**src/rtl/sar_ctrl_pkg.sv**
```systemverilog
// Shared state encoding and default timing constants for the per-channel SAR controller.
package sar_ctrl_pkg;

    typedef enum logic [2:0] {
        IDLE,
        SAMPLE,
        CONVERT,
        HOLD,
        REARM
    } sar_state_t;

    localparam int unsigned SAR_SAMPLE_CYCLES_DEFAULT = 2;
    localparam int unsigned SAR_RESET_CYCLES_DEFAULT  = 4;

endpackage

```
**src/rtl/sar_adc_controller.sv**
```systemverilog
// Per-channel SAR ADC controller: hit -> sample -> bitwise SAR search -> valid/ready handoff -> CSA re-arm.
module sar_adc_controller
    import sar_ctrl_pkg::*;
#(
    parameter int unsigned ADCBITS       = 10,
    parameter int unsigned SAMPLE_CYCLES = SAR_SAMPLE_CYCLES_DEFAULT,
    parameter int unsigned RESET_CYCLES  = SAR_RESET_CYCLES_DEFAULT
) (
    input  logic               clk,
    input  logic               reset,
    input  logic               enable,
    input  logic               hit,
    input  logic               comp,
    output logic               sample,
    output logic               strobe,
    output logic [ADCBITS-1:0] dac_word,
    output logic               csa_reset,
    output logic [ADCBITS-1:0] adc_word,
    output logic               adc_valid,
    input  logic               adc_ready,
    output logic               busy,
    output logic               hit_lost
);

    localparam int unsigned BW  = $clog2(ADCBITS);
    localparam int unsigned SCW = (SAMPLE_CYCLES > 1) ? $clog2(SAMPLE_CYCLES) : 1;
    localparam int unsigned RCW = (RESET_CYCLES > 1) ? $clog2(RESET_CYCLES) : 1;

    sar_state_t         r_state, w_state_next;
    logic [SCW-1:0]     r_sample_cnt, w_sample_cnt_next;
    logic [RCW-1:0]     r_rst_cnt, w_rst_cnt_next;
    logic [BW-1:0]      r_bit_idx, w_bit_idx_next;
    logic               r_phase, w_phase_next;
    logic [ADCBITS-1:0] r_result, w_result_next;
    logic               r_hit_d;

    always_ff @(posedge clk) begin
        if (reset) begin
            r_state      <= IDLE;
            r_sample_cnt <= '0;
            r_rst_cnt    <= '0;
            r_bit_idx    <= '0;
            r_phase      <= 1'b0;
            r_result     <= '0;
        end else begin
            r_state      <= w_state_next;
            r_sample_cnt <= w_sample_cnt_next;
            r_rst_cnt    <= w_rst_cnt_next;
            r_bit_idx    <= w_bit_idx_next;
            r_phase      <= w_phase_next;
            r_result     <= w_result_next;
        end
    end

    always_comb begin
        w_state_next      = r_state;
        w_sample_cnt_next = r_sample_cnt;
        w_rst_cnt_next    = r_rst_cnt;
        w_bit_idx_next    = r_bit_idx;
        w_phase_next      = r_phase;
        w_result_next     = r_result;
        case (r_state)
            IDLE: begin
                if (enable && hit) begin
                    w_state_next      = SAMPLE;
                    w_sample_cnt_next = SCW'(SAMPLE_CYCLES - 1);
                end
            end
            SAMPLE: begin
                if (r_sample_cnt == '0) begin
                    w_state_next   = CONVERT;
                    w_bit_idx_next = BW'(ADCBITS - 1);
                    w_result_next  = '0;
                    w_phase_next   = 1'b0;
                end else begin
                    w_sample_cnt_next = r_sample_cnt - 1'b1;
                end
            end
            CONVERT: begin
                // Comparator decision is taken at the end of the hold phase, a full clock after strobe.
                if (!r_phase) begin
                    w_phase_next = 1'b1;
                end else begin
                    w_phase_next             = 1'b0;
                    w_result_next[r_bit_idx] = comp;
                    if (r_bit_idx == '0) begin
                        w_state_next = HOLD;
                    end else begin
                        w_bit_idx_next = r_bit_idx - 1'b1;
                    end
                end
            end
            HOLD: begin
                if (adc_ready) begin
                    w_state_next   = REARM;
                    w_rst_cnt_next = RCW'(RESET_CYCLES - 1);
                end
            end
            REARM: begin
                if (r_rst_cnt == '0) begin
                    w_state_next = IDLE;
                end else begin
                    w_rst_cnt_next = r_rst_cnt - 1'b1;
                end
            end
            default: w_state_next = IDLE;
        endcase
    end

    // Outputs are registered views of the current state, so they trail state entry by one cycle.
    always_ff @(posedge clk) begin
        if (reset) begin
            sample    <= 1'b0;
            strobe    <= 1'b0;
            dac_word  <= '0;
            csa_reset <= 1'b0;
            adc_word  <= '0;
            adc_valid <= 1'b0;
            busy      <= 1'b0;
            hit_lost  <= 1'b0;
            r_hit_d   <= 1'b0;
        end else begin
            sample    <= (r_state == SAMPLE);
            strobe    <= (r_state == CONVERT) && !r_phase;
            csa_reset <= (r_state == REARM);
            adc_valid <= (r_state == HOLD);
            busy      <= (r_state != IDLE);
            r_hit_d   <= hit;
            if ((r_state == CONVERT) && !r_phase) begin
                dac_word <= r_result | (ADCBITS'(1) << r_bit_idx);
            end else if (r_state == HOLD) begin
                dac_word <= '0;
            end
            if (r_state == HOLD) begin
                adc_word <= r_result;
            end
            if ((r_state != IDLE) && hit && !r_hit_d) begin
                hit_lost <= 1'b1;
            end
        end
    end

endmodule
```
**config.mk**
```make
export PLATFORM = sky130hd
export DESIGN_NAME = sar_adc_controller
export DESIGN_NICKNAME = d
export VERILOG_FILES = /design/src/rtl/sar_ctrl_pkg.sv /design/src/rtl/sar_adc_controller.sv
export SDC_FILE = /design/constraint.sdc
export NUM_CORES = 1
export LEC_CHECK = 0
export CORE_MARGIN = 3
export CORE_UTILIZATION = 42
export CTS_BUF_LIST = sky130_fd_sc_hd__clkbuf_4 sky130_fd_sc_hd__clkbuf_8 sky130_fd_sc_hd__clkbuf_16
export DETAILED_ROUTE_END_ITERATION = 6
export PLACE_DENSITY = 0.76
export SLEW_MARGIN = 25
export SYNTH_ARGS = -nofsm -noshare
export SYNTH_HDL_FRONTEND = slang
export SYNTH_SLANG_ARGS = --single-unit
export TNS_END_PERCENT = 100
```
**constraint.sdc**
```tcl
create_clock -name clk -period 3.6 [get_ports clk]
set_input_delay 0.36 -clock clk [delete_from_list [all_inputs] [get_ports clk]]
set_output_delay 0.36 -clock clk [all_outputs]
set_load 0.005 [all_outputs]
```
==> impl_metrics.json <==
{
  "ios": 32,
  "max_freq_mhz": 464,
  "via_count": 1676,
  "grt_remaining_overflow": 0,
  "synth-main-ff-cell": "dfxtp_1",
  "grt_use_total_pct": 15.0,
  "placementRows": 24,
  "final_nets": 265,
  "placed_cell_area_mm2": 0.00236,
  "grt_max_degree": 51,
  "cts_buffer_depth": 2,
  "wl_um": 4090,
  "cts_tree": "yes",
  "setup_viol": 0,
  "coreArea_mm2": 0.00453,
  "dieArea_mm2": 0.00574,
  "synthCells": 231,
  "hold_path.class": "register to register",
  "synth_seq_area_share_pct": 47.0,
  "clock_latency_ns": 0.30,
  "clk_pin_slew_worst_paths_ns": 0.09,
  "ctsResizeCount": 0,
  "grt_pass1_wl_um": 6640,
  "post_cts_buffers": 0,
  "ant_nets": 0,
  "htreeDepth": 2,
  "grt_antenna_before_repair": 0,
  "num_antenna_cells": 0,
  "cap_viol_max_count": 0,
  "cts_buffers": 5,
  "ys_warn_count": 0,
  "maxSlewViolCount": 0,
  "cts-root-buf": "clkbuf_8",
  "die_h_um": 75.8,
  "area_delta_synth_final_pct": 20.7,
  "start_kind": "register",
  "path_class": "register to register",
  "synth-edff-count": 0,
  "ir_drop_mv": 0.236,
  "rsz0062_at_grt": "false",
  "cp_data_arrival_time_ns": 2.37,
  "reg2reg_to": "dac_word[4]",
  "r2r_cells": 5,
  "viasPerCell": 5.25,
  "holdBufCountCts": 0,
  "tightest_slew_ns": 0.688,
  "crit_required_ns": 3.82,
  "portBuffers": 31,
  "timing.rr.start": "r_state[1]",
  "syn_nets": 243,
  "status": "finished, final reports clean",
  "initial_core_util_pct": 45.1,
  "design_area_mm2": 0.00247,
  "drive_gt1_share_pct": 5.12,
  "drt-pass1-iter-count": 4,
  "globalplace.congestion": 0.772,
  "die_w_um": 75.8,
  "finClkSkew_ns": 0.00905,
  "setup_tns_ns": 0,
  "cp-startpoint": "r_state[1]",
  "drc_errors": 0,
  "p_leak_nw": 0.813,
  "avgSynthCellArea_um2": 8.85,
  "post-route-period-util_pct": 59.9,
  "power_density_mw_per_mm2": 434,
  "finalHoldViolations": 0,
  "crit_fanout": 21,
  "cts_sinks": 48,
  "async_reset_ff_share_pct": 0,
  "drtIter0Drc": 103,
  "relSlewSlack_pct": 54.0,
  "setup.worst_path.end_class": "register",
  "synth_cell_types": 40,
  "netlist_area_mm2": 0.00204,
  "crit_path_end": "dac_word[4]",
  "fin_crit_ns": 2.16,
  "ys_ff_latch": 48,
  "first_global_vias": 1476,
  "avgRoutedWirePerCell_um": 12.8,
  "rrSetupSlack_ns": 1.44,
  "hpwlAfterDp_um": 2770
}
-- final cells by class --
class / instances / area, um2
clock buffers: 6 / 76.3
clock inverters: 2 / 35.0
fillers: 425 / 2070
inverters: 15 / 56.3
multi-input cells: 150 / 932
flip-flops and latches: 48 / 961
well taps: 65 / 81.3
repair buffers: 33 / 325
-- layout by cell type (no fill, tap or decap), drive strengths merged --
| cell type | count |
|---|---|
| nand4b | 1 |
| o21ai | 1 |
| a21oi | 33 |
| bufinv | 1 |
| nor3 | 4 |
| mux2i | 1 |
| a211oi | 9 |
| o211ai | 1 |
| ha | 6 |
| buf | 2 |
| a31oi | 1 |
| nor2 | 12 |
| inv | 15 |
| o2bb2ai | 1 |
| clkdlybuf4s50 | 31 |
| nand2 | 33 |
| o32ai | 9 |
| nand3 | 1 |
| and3 | 1 |
| o21bai | 1 |
| nor3b | 3 |
| clkbuf | 6 |
| nand2b | 1 |
| and2 | 3 |
| or3b | 2 |
| a41oi | 1 |
| a21o | 1 |
| nor4b | 3 |
| or4b | 1 |
| and2b | 3 |
| xnor2 | 1 |
| clkinv | 1 |
| dfxtp | 48 |
| a311oi | 10 |
| o221ai | 1 |
| nor2b | 4 |
| nand3b | 1 |
-- sequential cells by signal, summed over array words and instances (netlist names) --
| signal | cells |
|---|---|
| adc_word | 10 |
| dac_word | 10 |
| r_result | 10 |
| r_bit_idx | 4 |
| r_state | 3 |
| r_rst_cnt | 2 |
| adc_valid | 1 |
| busy | 1 |
| csa_reset | 1 |
| hit_lost | 1 |
| r_hit_d | 1 |
| r_phase | 1 |
| r_sample_cnt | 1 |
| sample | 1 |
| strobe | 1 |
-- per-layer routing --
metal	routed length, um	vias up	part of all wire (%)	GRT usage, %
met5	0	-	0	0
met4	69	0	1.7	7.18
met3	142	7	3.5	3.30
met2	1840	43	45	23.2
met1	2040	763	50	19.7
li1	-	863	-	-
-- synthesized netlist by cell type (2+ instances only) --
library cell / count / area, um2
dfxtp_1: 48 / 961
a21oi_1: 33 / 165
nand2_1: 33 / 124
inv_1: 15 / 56.3
nor2_1: 12 / 45.0
a311oi_1: 10 / 87.6
a211oi_1: 9 / 67.6
o32ai_1: 9 / 78.8
buf_2: 7 / 35.0
clkbuf_1: 6 / 22.5
ha_1: 6 / 75.1
nor2b_1: 4 / 25.0
nor3_1: 4 / 20.0
and2_1: 3 / 18.8
and2b_1: 3 / 22.5
buf_4: 3 / 22.5
nor3b_1: 2 / 15.0
nor4b_1: 2 / 17.5
-- worst max-delay path, stage by stage, from the launching register on --
cell and delay [ns]:
dfxtp_1 0.68, nor3b_2 0.25, buf_4 0.21, and2b_1 0.56, a21oi_1 0.09, a311oi_1 0.27
-- worst min path at each step --
| stage | from | end | cells past startpoint | slack [ns] |
|---|---|---|---|---|
| after floorplan | r_result[1] | adc_word[1] | 2 | 0.43 |
| after global placement | r_result[5] | adc_word[5] | 2 | 0.44 |
| after detailed placement | adc_word[7] | adc_word[7] | 2 | 0.45 |
| after CTS | adc_word[7] | adc_word[7] | 2 | 0.46 |
| after global routing | adc_word[5] | adc_word[5] | 2 | 0.47 |
| final | adc_word[7] | adc_word[7] | 2 | 0.46 |
-- report_power, final --
| part | total, mW | switching, mW | internal, mW |
|---|---|---|---|
| Clock | 0.392 | 0.178 | 0.214 |
| Sequential | 0.566 | 0.0181 | 0.548 |
| Combinational | 0.114 | 0.0572 | 0.0564 |
-- cell families after synthesis --
logic type / share of synthesized area (%)
xor gates and xnor gates: 0.428
adders and majority gates: 3.67
muxes: 0.490
DFF: 47.0
AOI/OAI and AO/OA: 22.5
and+or+nand+nor: 18.5
buffers and inverters: 7.40
-- per-stage QoR --
| step | hold WS [ns] | cells | power (mW) | setup WS (ns) | utilization, % |
|---|---|---|---|---|---|
| 2_1_floorplan | 0.432 | 231 | 0.652 | 1.92 | - |
| 3_3_place_gp | 0.443 | 311 | 0.689 | 1.44 | 52.0 |
| 3_5_place_dp | 0.447 | 311 | 0.692 | 1.45 | 52.0 |
| 4_1_cts | 0.459 | 319 | 1.08 | 1.43 | 54.4 |
| 5_1_grt | 0.475 | 319 | 1.11 | 1.21 | 54.4 |
| 6_report | 0.456 | 319 | 1.07 | 1.44 | 54.4 |
(Power assumes the default switching activity.)
